<file path="config.mk">
export PLATFORM = sky130hd
export DESIGN_NAME = reaction_trial_sched_flat
export DESIGN_NICKNAME = d
export VERILOG_FILES = /design/src/rtl/reaction_trial_sched_if.sv /design/src/rtl/reaction_trial_sched.sv /design/src/flat_wrapper.sv
export SDC_FILE = /design/constraint.sdc
export NUM_CORES = 1
export LEC_CHECK = 0
export CAP_MARGIN = 20
export CORE_UTILIZATION = 35
export DETAILED_ROUTE_END_ITERATION = 12
export PLACE_DENSITY_LB_ADDON = 0.08
export SYNTH_ARGS = -nofsm -noshare
export SYNTH_HDL_FRONTEND = slang
export SYNTH_SLANG_ARGS = --single-unit
</file>
<file path="constraint.sdc">
create_clock -name clk -period 3.42 [get_ports clk]
set_input_delay 0.684 -clock clk [delete_from_list [all_inputs] [get_ports clk]]
set_output_delay 0.684 -clock clk [all_outputs]
set_load 0.03 [all_outputs]
</file>
<file path="src/rtl/reaction_trial_sched_if.sv">
// ============================================================================
// reaction_trial_sched_if : trial-controller signal bundle (tick/keys/LFSR/counter in, display/status out)
// Revision: 1.0
// ============================================================================
`default_nettype none

interface reaction_trial_sched_if;
  logic        ms_tick;
  logic        start_p;
  logic        stop_p;
  logic        clear_best;
  logic        show_best;
  logic [14:0] rand_num;
  logic [19:0] elapsed_ms;
  logic        cnt_clear;
  logic        cnt_en;
  logic        led_go;
  logic [2:0]  state;
  logic [19:0] result_ms;
  logic [19:0] best_ms;
  logic        timed_out;
  logic [6:0]  trials;
  logic [1:0]  disp_sel;

  modport slave (
    input  ms_tick, start_p, stop_p, clear_best, show_best, rand_num, elapsed_ms,
    output cnt_clear, cnt_en, led_go, state, result_ms, best_ms, timed_out, trials, disp_sel
  );

  modport master (
    output ms_tick, start_p, stop_p, clear_best, show_best, rand_num, elapsed_ms,
    input  cnt_clear, cnt_en, led_go, state, result_ms, best_ms, timed_out, trials, disp_sel
  );
endinterface

`default_nettype wire

</file>
<file path="src/rtl/reaction_trial_sched.sv">
// ============================================================================
// reaction_trial_sched : sequences one reaction-time trial, latches result/best
// Revision: 1.0
// ============================================================================
`default_nettype none

module reaction_trial_sched #(
  parameter int MIN_DELAY_MS = 1000,
  parameter int RAND_BITS    = 12,
  parameter int TIMEOUT_MS   = 9999,
  parameter int DLY_W        = 14
) (
  input  logic                   clk,
  input  logic                   reset,
  reaction_trial_sched_if.slave  bus
);

  typedef enum logic [2:0] {
    S_IDLE   = 3'd0,
    S_ARM    = 3'd1,
    S_GO     = 3'd2,
    S_RESULT = 3'd3,
    S_FOUL   = 3'd4
  } state_t;

  localparam logic [19:0]      NO_BEST     = 20'hFFFFF;
  localparam logic [19:0]      TIMEOUT_VAL = 20'(TIMEOUT_MS);
  localparam logic [DLY_W-1:0] MIN_DLY     = DLY_W'(MIN_DELAY_MS);

  state_t           state_q, state_d;
  logic [DLY_W-1:0] wait_q, wait_d;
  logic [19:0]      result_q, result_d;
  logic [19:0]      best_q, best_d;
  logic             timed_out_q, timed_out_d;
  logic [6:0]       trials_q, trials_d;
  logic             cnt_clear_q, cnt_clear_d;
  logic             cnt_en_q, cnt_en_d;
  logic             led_go_q, led_go_d;
  logic [1:0]       disp_sel_q, disp_sel_d;
  logic [DLY_W-1:0] load_val;

  assign load_val = MIN_DLY + DLY_W'(bus.rand_num[RAND_BITS-1:0]);

  always_comb begin
    state_d     = state_q;
    wait_d      = wait_q;
    result_d    = result_q;
    best_d      = best_q;
    timed_out_d = timed_out_q;
    trials_d    = trials_q;

    case (state_q)
      S_IDLE: begin
        if (bus.clear_best) best_d = NO_BEST;
        if (bus.start_p) begin
          state_d = S_ARM;
          wait_d  = load_val;
        end
      end
      S_ARM: begin
        // A reaction key during the wait is a foul even on the final tick.
        if (bus.stop_p) begin
          state_d = S_FOUL;
        end else if (bus.ms_tick) begin
          if (wait_q == DLY_W'(1)) state_d = S_GO;
          if (wait_q != '0)        wait_d  = wait_q - DLY_W'(1);
        end
      end
      S_GO: begin
        if (bus.stop_p) begin
          state_d     = S_RESULT;
          result_d    = bus.elapsed_ms;
          timed_out_d = 1'b0;
          if (bus.elapsed_ms < best_q) best_d = bus.elapsed_ms;
          trials_d    = (trials_q == 7'd99) ? 7'd0 : trials_q + 7'd1;
        end else if (bus.elapsed_ms >= TIMEOUT_VAL) begin
          state_d     = S_RESULT;
          result_d    = TIMEOUT_VAL;
          timed_out_d = 1'b1;
        end
      end
      S_RESULT, S_FOUL: begin
        if (bus.start_p) begin
          state_d = S_ARM;
          wait_d  = load_val;
        end
      end
      default: state_d = S_IDLE;
    endcase

    // Outputs are derived from the next state so they land with the transition.
    cnt_clear_d = (state_d != state_q) && ((state_d == S_ARM) || (state_d == S_GO));
    cnt_en_d    = (state_d == S_GO);
    led_go_d    = (state_d == S_GO);

    case (state_d)
      S_IDLE:   disp_sel_d = (best_d != NO_BEST) ? 2'd2 : 2'd0;
      S_RESULT: disp_sel_d = bus.show_best ? 2'd2 : 2'd1;
      S_FOUL:   disp_sel_d = 2'd3;
      default:  disp_sel_d = 2'd0;
    endcase
  end

  always_ff @(posedge clk) begin
    if (reset) begin
      state_q     <= S_IDLE;
      wait_q      <= '0;
      result_q    <= '0;
      best_q      <= NO_BEST;
      timed_out_q <= 1'b0;
      trials_q    <= '0;
      cnt_clear_q <= 1'b0;
      cnt_en_q    <= 1'b0;
      led_go_q    <= 1'b0;
      disp_sel_q  <= 2'd0;
    end else begin
      state_q     <= state_d;
      wait_q      <= wait_d;
      result_q    <= result_d;
      best_q      <= best_d;
      timed_out_q <= timed_out_d;
      trials_q    <= trials_d;
      cnt_clear_q <= cnt_clear_d;
      cnt_en_q    <= cnt_en_d;
      led_go_q    <= led_go_d;
      disp_sel_q  <= disp_sel_d;
    end
  end

  assign bus.state     = state_q;
  assign bus.result_ms = result_q;
  assign bus.best_ms   = best_q;
  assign bus.timed_out = timed_out_q;
  assign bus.trials    = trials_q;
  assign bus.cnt_clear = cnt_clear_q;
  assign bus.cnt_en    = cnt_en_q;
  assign bus.led_go    = led_go_q;
  assign bus.disp_sel  = disp_sel_q;

  // Only the low RAND_BITS of the LFSR set the delay.
  logic unused_rand;
  assign unused_rand = ^bus.rand_num[14:RAND_BITS];

endmodule

`default_nettype wire

</file>
<file path="src/flat_wrapper.sv">
// flat-port wrapper written by rule: the top's interface ports become plain ports
module reaction_trial_sched_flat 
#(
  parameter int MIN_DELAY_MS = 1000,
  parameter int RAND_BITS    = 12,
  parameter int TIMEOUT_MS   = 9999,
  parameter int DLY_W        = 14
)
  (clk, reset, bus_ms_tick, bus_start_p, bus_stop_p, bus_clear_best, bus_show_best, bus_rand_num, bus_elapsed_ms, bus_cnt_clear, bus_cnt_en, bus_led_go, bus_state, bus_result_ms, bus_best_ms, bus_timed_out, bus_trials, bus_disp_sel);
  reaction_trial_sched_if bus_i ();
  input  logic clk;
  input  logic reset;
  input wire logic [$bits(bus_i.ms_tick)-1:0] bus_ms_tick;
  input wire logic [$bits(bus_i.start_p)-1:0] bus_start_p;
  input wire logic [$bits(bus_i.stop_p)-1:0] bus_stop_p;
  input wire logic [$bits(bus_i.clear_best)-1:0] bus_clear_best;
  input wire logic [$bits(bus_i.show_best)-1:0] bus_show_best;
  input wire logic [$bits(bus_i.rand_num)-1:0] bus_rand_num;
  input wire logic [$bits(bus_i.elapsed_ms)-1:0] bus_elapsed_ms;
  output wire logic [$bits(bus_i.cnt_clear)-1:0] bus_cnt_clear;
  output wire logic [$bits(bus_i.cnt_en)-1:0] bus_cnt_en;
  output wire logic [$bits(bus_i.led_go)-1:0] bus_led_go;
  output wire logic [$bits(bus_i.state)-1:0] bus_state;
  output wire logic [$bits(bus_i.result_ms)-1:0] bus_result_ms;
  output wire logic [$bits(bus_i.best_ms)-1:0] bus_best_ms;
  output wire logic [$bits(bus_i.timed_out)-1:0] bus_timed_out;
  output wire logic [$bits(bus_i.trials)-1:0] bus_trials;
  output wire logic [$bits(bus_i.disp_sel)-1:0] bus_disp_sel;
  assign bus_i.ms_tick = bus_ms_tick;
  assign bus_i.start_p = bus_start_p;
  assign bus_i.stop_p = bus_stop_p;
  assign bus_i.clear_best = bus_clear_best;
  assign bus_i.show_best = bus_show_best;
  assign bus_i.rand_num = bus_rand_num;
  assign bus_i.elapsed_ms = bus_elapsed_ms;
  assign bus_cnt_clear = bus_i.cnt_clear;
  assign bus_cnt_en = bus_i.cnt_en;
  assign bus_led_go = bus_i.led_go;
  assign bus_state = bus_i.state;
  assign bus_result_ms = bus_i.result_ms;
  assign bus_best_ms = bus_i.best_ms;
  assign bus_timed_out = bus_i.timed_out;
  assign bus_trials = bus_i.trials;
  assign bus_disp_sel = bus_i.disp_sel;
  reaction_trial_sched #(.MIN_DELAY_MS(MIN_DELAY_MS), .RAND_BITS(RAND_BITS), .TIMEOUT_MS(TIMEOUT_MS), .DLY_W(DLY_W)) u_core (.clk(clk), .reset(reset), .bus(bus_i));
endmodule
</file>
== Word level (Yosys, flattened, before mapping) ==
Cells that the tools add are included.
Widths: inputs -> output; s select.

* Register bits: 69
* Input port bits: 42
* Output and inout port bits: 56
* Word-level logic and storage cells: 65

* Add/sub/neg operators: 3
* Magnitude comparators: 2
* Equality and inequality tests: 16
* Muxes and demuxes: 24
* Reductions and logical operators: 11

{| class="wikitable"
|+ Operator list
! cell !! number
|-
| $mux 20 || 5
|-
| $mux 14 || 4
|-
| $pmux 20 s2 || 1
|-
| $pmux 14 s2 || 1
|-
| $ge 20x14->1 const B || 1
|-
| $lt 20x20->1 || 1
|-
| $ne 20x20->1 const B || 1
|-
| $mux 3 || 6
|-
| $eq 14x1->1 const B || 1
|-
| $reduce_bool 14->1 || 1
|-
| $sub 14x1->14 const B || 1
|-
| $add 10x12->13 const A || 1
|-
| $eq 3x2->1 const B || 4
|-
| $pmux 3 s3 || 1
|-
| $add 7x1->7 const B || 1
|-
| $eq 7x7->1 const B || 1
|-
| $mux 7 || 1
|-
| $eq 3x1->1 const B || 2
|-
| $eq 3x3->1 const B || 2
|-
| $logic_not 3->1 || 2
|-
| $pmux 2 s3 || 1
|-
| $reduce_and 5->1 || 1
|-
| $mux 2 || 2
|-
| $ne 2x1->1 const B || 2
|-
| 8 further kinds || 12
|}

== Logic depth before layout (Yosys ltp) ==
Gate-level depths: netlist of run 1.

* Word-level depth: 8
* Depth in mapped cells: 10
* Depth with buffers taken out: 9

== Worst setup path before layout of run 1 ==
Ideal clock, no wire load.

* Path kind: in2reg
* Start point: in bus_elapsed_ms[9]
* End point: reg u_core.disp_sel_q[1], in the netlist u_core.bus.disp_sel[1]
* Library setup time: 0.117 ns
* Arrival: 2.460 ns
* Data required time: 3.303 ns
* Path slack: 0.843 ns
* Cell stages on the path: 9
* Buffers on the path: 1
* Cell sequence: ha_1 > a21oi_1 > o21ai_0 > a2111o_1 > a311oi_2 > buf_2 > nand3_1 > a21oi_1 > o2bb2ai_2

* Word-level cells in the longest chain between the ends: 7
* Elaborated cells on any way between the ends: 14
* Those cells by class: 2 x order compare; 3 x eq/ne; 8 x mux; 1 x reduce/logical

{| class="wikitable"
|+ RTL lines
! element !! line !! RTL
|-
| start: declaration || flat_wrapper.sv:19 || <nowiki>input wire logic [$bits(bus_i.elapsed_ms)-1:0] bus_elapsed_ms;</nowiki>
|-
| $lt 20x20->1 || reaction_trial_sched.sv:74 || <nowiki>if (bus.elapsed_ms < best_q) best_d = bus.elapsed_ms;</nowiki>
|-
| $mux 20 || reaction_trial_sched.sv:74 ||
|-
| $mux 20 || reaction_trial_sched.sv:70 || <nowiki>if (bus.stop_p) begin</nowiki>
|-
| $pmux 20 s2 || reaction_trial_sched.sv:52 || <nowiki>case (state_q)</nowiki>
|-
| $ne 20x20->1 || reaction_trial_sched.sv:97 || <nowiki>S_IDLE: disp_sel_d = (best_d != NO_BEST) ? 2'd2 : 2'd0;</nowiki>
|-
| $mux 2 || reaction_trial_sched.sv:97 ||
|-
| $pmux 2 s3 (*) || reaction_trial_sched.sv:96 || <nowiki>case (state_d)</nowiki>
|-
| end signal: assignment || reaction_trial_sched.sv:126 || <nowiki>disp_sel_q <= disp_sel_d;</nowiki>
|-
| end: declaration || reaction_trial_sched.sv:39 || <nowiki>logic [1:0] disp_sel_q, disp_sel_d;</nowiki>
|}

Every way passes the cells marked *; elsewhere a longest branch is shown, timed or not.
A chain may end at the register's enable or synchronous reset.

== Worst setup path in the final report of run 1 ==
* Start point: in bus_elapsed_ms[1]
* End point: reg u_core.disp_sel_q[1], in the netlist u_core.bus.disp_sel[1]

Same word-level chain as after synthesis.

==> run_results.csv, run 1 <==
group,metric,value,unit
synth,synthCells,449,
finish,area.growth.synth_to_final,39.5,%
synth,netlist_area,3650,um2
synth,syn_avg_cell_area,8.13,um2
worst_setup_path,arrival,3.10,ns
worst_setup_path,start_kind,"primary input",
clock_network,path_clk_slew,0.08,ns
worst_setup_path,reg2reg_slack,0.83,ns
global_route,grt_use_total,0.197,
clock_network,clk_latency,0.36,ns
clock_network,cts_hold_buf,0,
synth,synth_area_leaders,"dfxtp_1 38%, ha_1 7.9%, nor2_1 6.4%",
timing,period_share,0.834,
clock_network,cts_setup_buffers,0,
global_route,antenna_found_initial,0,
synth,synth.most_common_cell,"dfxtp_1",
timing,fin_skew,0.00935,ns
synth,synth_edf_count,0,
drt,drtPass1Iterations,4,
job,cap_viol_max_count,0,
timing,fmax,0.351,GHz
synth,synth_top_area_share,0.378,
timing,slew_viol_final,0,
synth,yosysTopAreaCell,"dfxtp_1",
drt,drt_wl_total,10.5,mm
pwr,leakagePower,2.07,nW
outcome,status,"finished clean",
clock_network,clock_path_buffers,2,
worst_setup_path,worstRegToRegCells,8,
clock_network,cts.sinks,69,
worst_setup_path,crit_start,"bus_elapsed_ms[1]",
floorplan,fp.dieH,104,um
timing,rsz0062_at_grt,"no",
worst_setup_path,path_max_fanout,5,
floorplan,core,9950,um2
synth,ys_ff_latch,69,
finish,nNetsFinal,622,
timing,setup_viol,0,
floorplan,dieArea,10800,um2
synth,seq_area_frac_synth,0.378,
clock_network,cts_resized,0,
floorplan,start_util,0.367,
drt,drtAntennaViolNets,0,
clock_network,root_buffer,"clkbuf_8",
finish,drive_above_1_share,0.0854,
drt,via_count,3682,
global_route,grt_pass1_vias,3398,
pwr,pwr_density_cell,374,nW/um2
synth,ys.flop_type,"dfxtp_1",
placed_design,gp_congestion,0.789,
worst_setup_path,path_class,"primary input to register",
clock_network,cts_tree,"yes",
worst_setup_path,worstReg2RegStart,"u_core.wait_q[0]$_SDFFE_PP0P_",
pwr,ir_drop,0.231,mV
worst_hold_path,hp-class,"register to register",
drt,drt_iter0_markers,124,
global_route,grt.overflow.total,0,
synth,yosys_warnings,0,
timing,fin_setup_tns,0,ns
synth,synth.distinct_cells,55,
synth,ys_top_cells_by_count,"69 x dfxtp_1, 62 x nor2_1, 44 x nand2_1",
finish,diodes,0,
finish,post-route-util,0.512,
synth,synth_fp_nets,514,
timing,tightest_slew,0.806,ns
floorplan,ios,98,
placed_design,io_buffer_count,94,
global_route,grt_start_max_net_pins,28,
worst_setup_path,cp-endpoint,"u_core.bus.disp_sel[1]$_SDFF_PP0_",
drt,wl_per_cell,15.1,um
worst_setup_path,worst_r2r_endpoint,"u_core.wait_q[10]$_SDFFE_PP0P_",
timing,slew_headroom,0.461,
global_route,grt_pass1_wl,17.0,mm
worst_setup_path,crit_path_end_kind,"register",
timing,finalCriticalPeriod,2.85,ns
clock_network,h-tree-depth,3,
worst_setup_path,required,3.67,ns
timing,hold_viol_final,0,
floorplan,rows,36,
synth,ys_async_sr_fraction,0,
clock_network,cts_inserted_buffers,9,
drt,via_per_inst,5.30,
floorplan,die_w,104,um
placed_design,dp_hpwl,7.83,mm
drt,drc,0,
==> logic make-up after synthesis <==
| kind of cell | synth area share |
|---|---|
| mux | 0.00549 |
| fa+ha+maj | 0.0788 |
| simple gates | 0.240 |
| flops | 0.378 |
| compound gates | 0.218 |
| buf+inv | 0.0521 |
| xor+xnor | 0.0264 |
==> routing by layer <==
| layer | vias up | global-route usage | routed length, um |
|---|---|---|---|
| met4 | 0 | 0.0745 | 189 |
| li1 | 1846 | - | - |
| met1 | 1709 | 0.265 | 5090 |
| met2 | 111 | 0.309 | 4670 |
| met5 | - | 0 | 0 |
| met3 | 16 | 0.0401 | 542 |
==> sequential cells by signal (all words and copies together) (netlist names) <==
| signal | flops |
|---|---|
| u_core.bus.trials | 7 |
| u_core.bus.result_ms | 20 |
| u_core.bus.state | 3 |
| u_core.bus.disp_sel | 2 |
| u_core.wait_q | 14 |
| u_core.bus.best_ms | 20 |
| u_core.bus.cnt_clear | 1 |
| u_core.bus.timed_out | 1 |
| u_core.bus.cnt_en | 1 |
==> worst min path at each step <==
| stage | slack (ns) | to | cells after the start | from |
|---|---|---|---|---|
| global placement | 0.45 | u_core.wait_q[12]$_SDFFE_PP0P_ | 2 | u_core.wait_q[12]$_SDFFE_PP0P_ |
| CTS | 0.48 | u_core.wait_q[12]$_SDFFE_PP0P_ | 2 | u_core.wait_q[12]$_SDFFE_PP0P_ |
| global route | 0.51 | u_core.wait_q[12]$_SDFFE_PP0P_ | 2 | u_core.wait_q[12]$_SDFFE_PP0P_ |
| detailed placement | 0.46 | u_core.wait_q[12]$_SDFFE_PP0P_ | 2 | u_core.wait_q[12]$_SDFFE_PP0P_ |
| finish | 0.48 | u_core.wait_q[12]$_SDFFE_PP0P_ | 2 | u_core.wait_q[12]$_SDFFE_PP0P_ |
| floorplan | 0.44 | u_core.wait_q[12]$_SDFFE_PP0P_ | 2 | u_core.wait_q[12]$_SDFFE_PP0P_ |
==> cell usage in the layout (no fill, tap or decap), drive strengths merged, types with 4 or more instances in the layout <==
cell type      count
or3                6
nand2             44
inv               24
a211oi             6
nand4             16
xnor2              6
a21oi             26
nand3             11
or4                4
o211ai            18
clkdlybuf4s50     94
dfxtp             69
xor2               5
o21a               4
buf               25
nor3              16
clkbuf            10
a21o               5
a22oi             17
nor2              62
ha                23
o21ai             19
==> area by class of cell <==
type	count	area [um2]
Timing Repair Buffer	119	1140
Clock inverter	6	86.3
Clock buffer	10	138
Fill cell	968	4860
Multi-Input combinational cell	334	2090
Tap cell	133	166
Sequential cell	69	1380
Inverter	24	90.1
==> critical path, stage by stage <==
cell and delay, ns:
clkdlybuf4s50_1 0.48, ha_1 0.23, a2111oi_0 0.51, o31ai_1 0.23, a311oi_4 0.44, buf_4 0.20, a21o_1 0.11, o211ai_1 0.09
o2bb2ai_2 0.13
==> power by group <==
group | internal, mW | total, mW | switching (mW)
Combinational | 0.133 | 0.292 | 0.159
Clock | 0.429 | 0.771 | 0.342
Sequential | 0.821 | 0.840 | 0.0195
Total | 1.38 | 1.90 | 0.521
==> per-stage QoR <==
step                cells  worst slack (ns)  hold slack, ns  power (mW)  area [um2]
finish                695             0.567           0.476        1.90        5090
global placement      679             0.190           0.454        1.15        4870
floorplan             449             0.843           0.444        1.02        3650
detailed placement    679             0.181           0.465        1.15        4870
CTS                   695             0.562           0.475        1.92        5090
global route          695             0.352           0.510        1.99        5090
No activity file was read; power rests on OpenSTA's default activity.
==> inputs of run 2 (changes only) <==
==> constraint.sdc (replaced) <==
create_clock -name clk -period 2.9 [get_ports clk]
set_input_delay 0.58 -clock clk [delete_from_list [all_inputs] [get_ports clk]]
set_output_delay 0.58 -clock clk [all_outputs]
set_load 0.03 [all_outputs]
==> run 2 against run 1 <==
  * Core utilization rose by 0.73 points
  * Clock-buffer cell count grew 2
  * Clock skew fell by 0.0026 ns
  * Wire length up 0.64%
  * Total power is 12% higher
  * First-iteration DRC count is 15% higher
  * Register-to-register slack lost 0.55 ns
==> run_results.csv, run 2 (synthesis results as in run 1) <==
group,metric,value,unit
outcome,status,"finished clean",
finish,register_area,1380,um2
timing,tightest_slew,0.569,ns
floorplan,dieArea,10800,um2
finish,fillers,976,
worst_setup_path,crit_path_end_kind,"register",
floorplan,die_w,104,um
drt,via_count,3680,
clock_network,cts.sinks,69,
finish,most-common-layout-cells,"94 x clkdlybuf4s50_1, 69 x dfxtp_1, 62 x nor2_1, 44 x nand2_1, 39 x buf_4",
timing,period_share,0.972,
drt,wl_per_cell,14.9,um
finish,diodes,0,
pwr,p_int,1.56,mW
timing,hold_viol_final,0,
pwr,pwr_density_cell,414,nW/um2
floorplan,ios,98,
timing,slew_headroom,0.611,
timing,fin_setup_tns,0,ns
pwr,leakagePower,2.13,nW
timing,fmax,0.355,GHz
finish,post-route-util,0.519,
worst_hold_path,hp-class,"register to register",
drt,drt_wl_total,10.6,mm
floorplan,start_util,0.367,
worst_setup_path,crit_path_top_delay_cell,"a2111oi_0",
drt,drt_iter0_markers,142,
global_route,grt_pass1_wl,17.3,mm
finish,drive_above_1_share,0.106,
pwr,p_clk_frac,0.368,
clock_network,cts_hold_buf,0,
clock_network,clk_latency,0.34,ns
finish,multi_input_area,2090,um2
job,cap_viol_max_count,0,
worst_setup_path,path_max_fanout,6,
floorplan,rows,36,
finish,finalNonFillerCells,710,
worst_setup_path,required,3.13,ns
clock_network,root_buffer,"clkbuf_8",
drt,drc,0,
worst_setup_path,crit_buf_inv,3,
clock_network,cts_inserted_buffers,9,
global_route,grt_use_total,0.198,
timing,rsz0062_at_grt,"no",
pwr,combPwrFrac,0.168,
global_route,grt_start_max_net_pins,25,
placed_design,gp_congestion,0.824,
finish,nNetsFinal,637,
timing,slew_viol_final,0,
placed_design,dp_cells,694,
timing,setup_viol,0,
floorplan,core,9950,um2
drt,via_per_inst,5.18,
floorplan,fp.dieH,104,um
clock_network,h-tree-depth,3,
global_route,grt_pass1_vias,3387,
worst_setup_path,arrival,3.05,ns
pwr,switchingPower,0.581,mW
drt,drtPass1Iterations,4,
placed_design,io_buffer_count,94,
timing,fin_skew,0.00678,ns
worst_setup_path,start_kind,"primary input",
pwr,pwr-share-seq,0.464,
pwr,ir_drop,0.218,mV
pwr,finalPower,2.14,mW
worst_setup_path,critPathTopFamily,"compound AO/OA/AOI/OAI gates",
global_route,grt.overflow.total,0,
global_route,antenna_found_initial,0,
finish,area.growth.synth_to_final,41.5,%
worst_setup_path,path_class,"primary input to register",
pwr,switching_share,0.272,
clock_network,clock_path_buffers,2,
clock_network,cts_tree,"yes",
worst_setup_path,max_stage_delay,0.50,ns
clock_network,path_clk_slew,0.07,ns
placed_design,dp_hpwl,8.09,mm
worst_setup_path,cpMostUsedCell,"buf_4",
timing,finalCriticalPeriod,2.82,ns
drt,drtAntennaViolNets,0,
finish,mostFrequentLayoutCell,"clkdlybuf4s50_1",
worst_setup_path,path_cells,"clkdlybuf4s50_1 -> ha_1 -> a2111oi_0 -> buf_4 -> o31ai_1 -> a311oi_4 -> buf_4 -> a21o_1 -> o211ai_1 -> o2bb2ai_2",
## run 2: cell count changes in the layout (fill, tap and decap cells not counted), sizes merged
cell    before  now
bufinv       2    1
clkbuf      10   12
buf         25   40
clkinv       3    2
## run 2: final timing paths
| kind | from | end | slack, ns | cells past startpoint |
|---|---|---|---|---|
| worst min-delay path | u_core.wait_q[12]$_SDFFE_PP0P_ | u_core.wait_q[12]$_SDFFE_PP0P_ | 0.47 | 2 |
| worst max-delay path | bus_elapsed_ms[1] | u_core.bus.disp_sel[1]$_SDFF_PP0_ | 0.08 | 10 |
| worst max register to register | u_core.bus.best_ms[2]$_SDFF_PP1_ | u_core.bus.disp_sel[1]$_SDFF_PP0_ | 0.28 | 10 |
| worst min register to register | u_core.wait_q[12]$_SDFFE_PP0P_ | u_core.wait_q[12]$_SDFFE_PP0P_ | 0.47 | 2 |
## run 2: metal layers
layer	vias to the layer above	global-route usage	part of all wire
li1	1869	-	-
met1	1715	0.276	0.50
met2	82	0.306	0.44
met3	14	0.0363	0.043
met4	0	0.0663	0.013
met5	-	0	0
## run 2: tightest hold or removal path, cell delays in order (launching register included)
cell and delay (ns):
dfxtp_1 0.31, o21ai_0 0.06, a21oi_1 0.06
## run 2: power groups by stage
stage               sequential, mW  combinational, mW  clock [mW]
finish                       0.991              0.359       0.786
global route                 0.994              0.396       0.856
CTS                          0.991              0.359       0.804
detailed placement            1.01              0.357           0
global placement              1.01              0.355           0
floorplan                     1.01              0.186           0
## run 2: final cells by class
cell class	count	share of cell area
multi-input cells	334	0.405
clock inverters	4	0.00921
flip-flops and latches	69	0.267
well taps	133	0.0322
inverters	24	0.0174
clock buffers	12	0.0281
repair buffers	134	0.241
## run 2: per-stage QoR
step           setup slack [ns]  cell area (um2)  hold WS [ns]
4_1_cts                   0.113             5160         0.470
2_1_floorplan             0.376             3650         0.444
5_1_grt                 0.00928             5160         0.490
6_report                 0.0799             5160         0.475
3_3_place_gp             -0.237             4970         0.453
3_5_place_dp             -0.217             4970         0.460
## run 2: what timing repair did
| action | in CTS | in global routing |
|---|---|---|
| setup endpoints to repair | 0 | 1 |
| gates resized for setup | 0 | 1 |
| setup buffers | 0 | 0 |
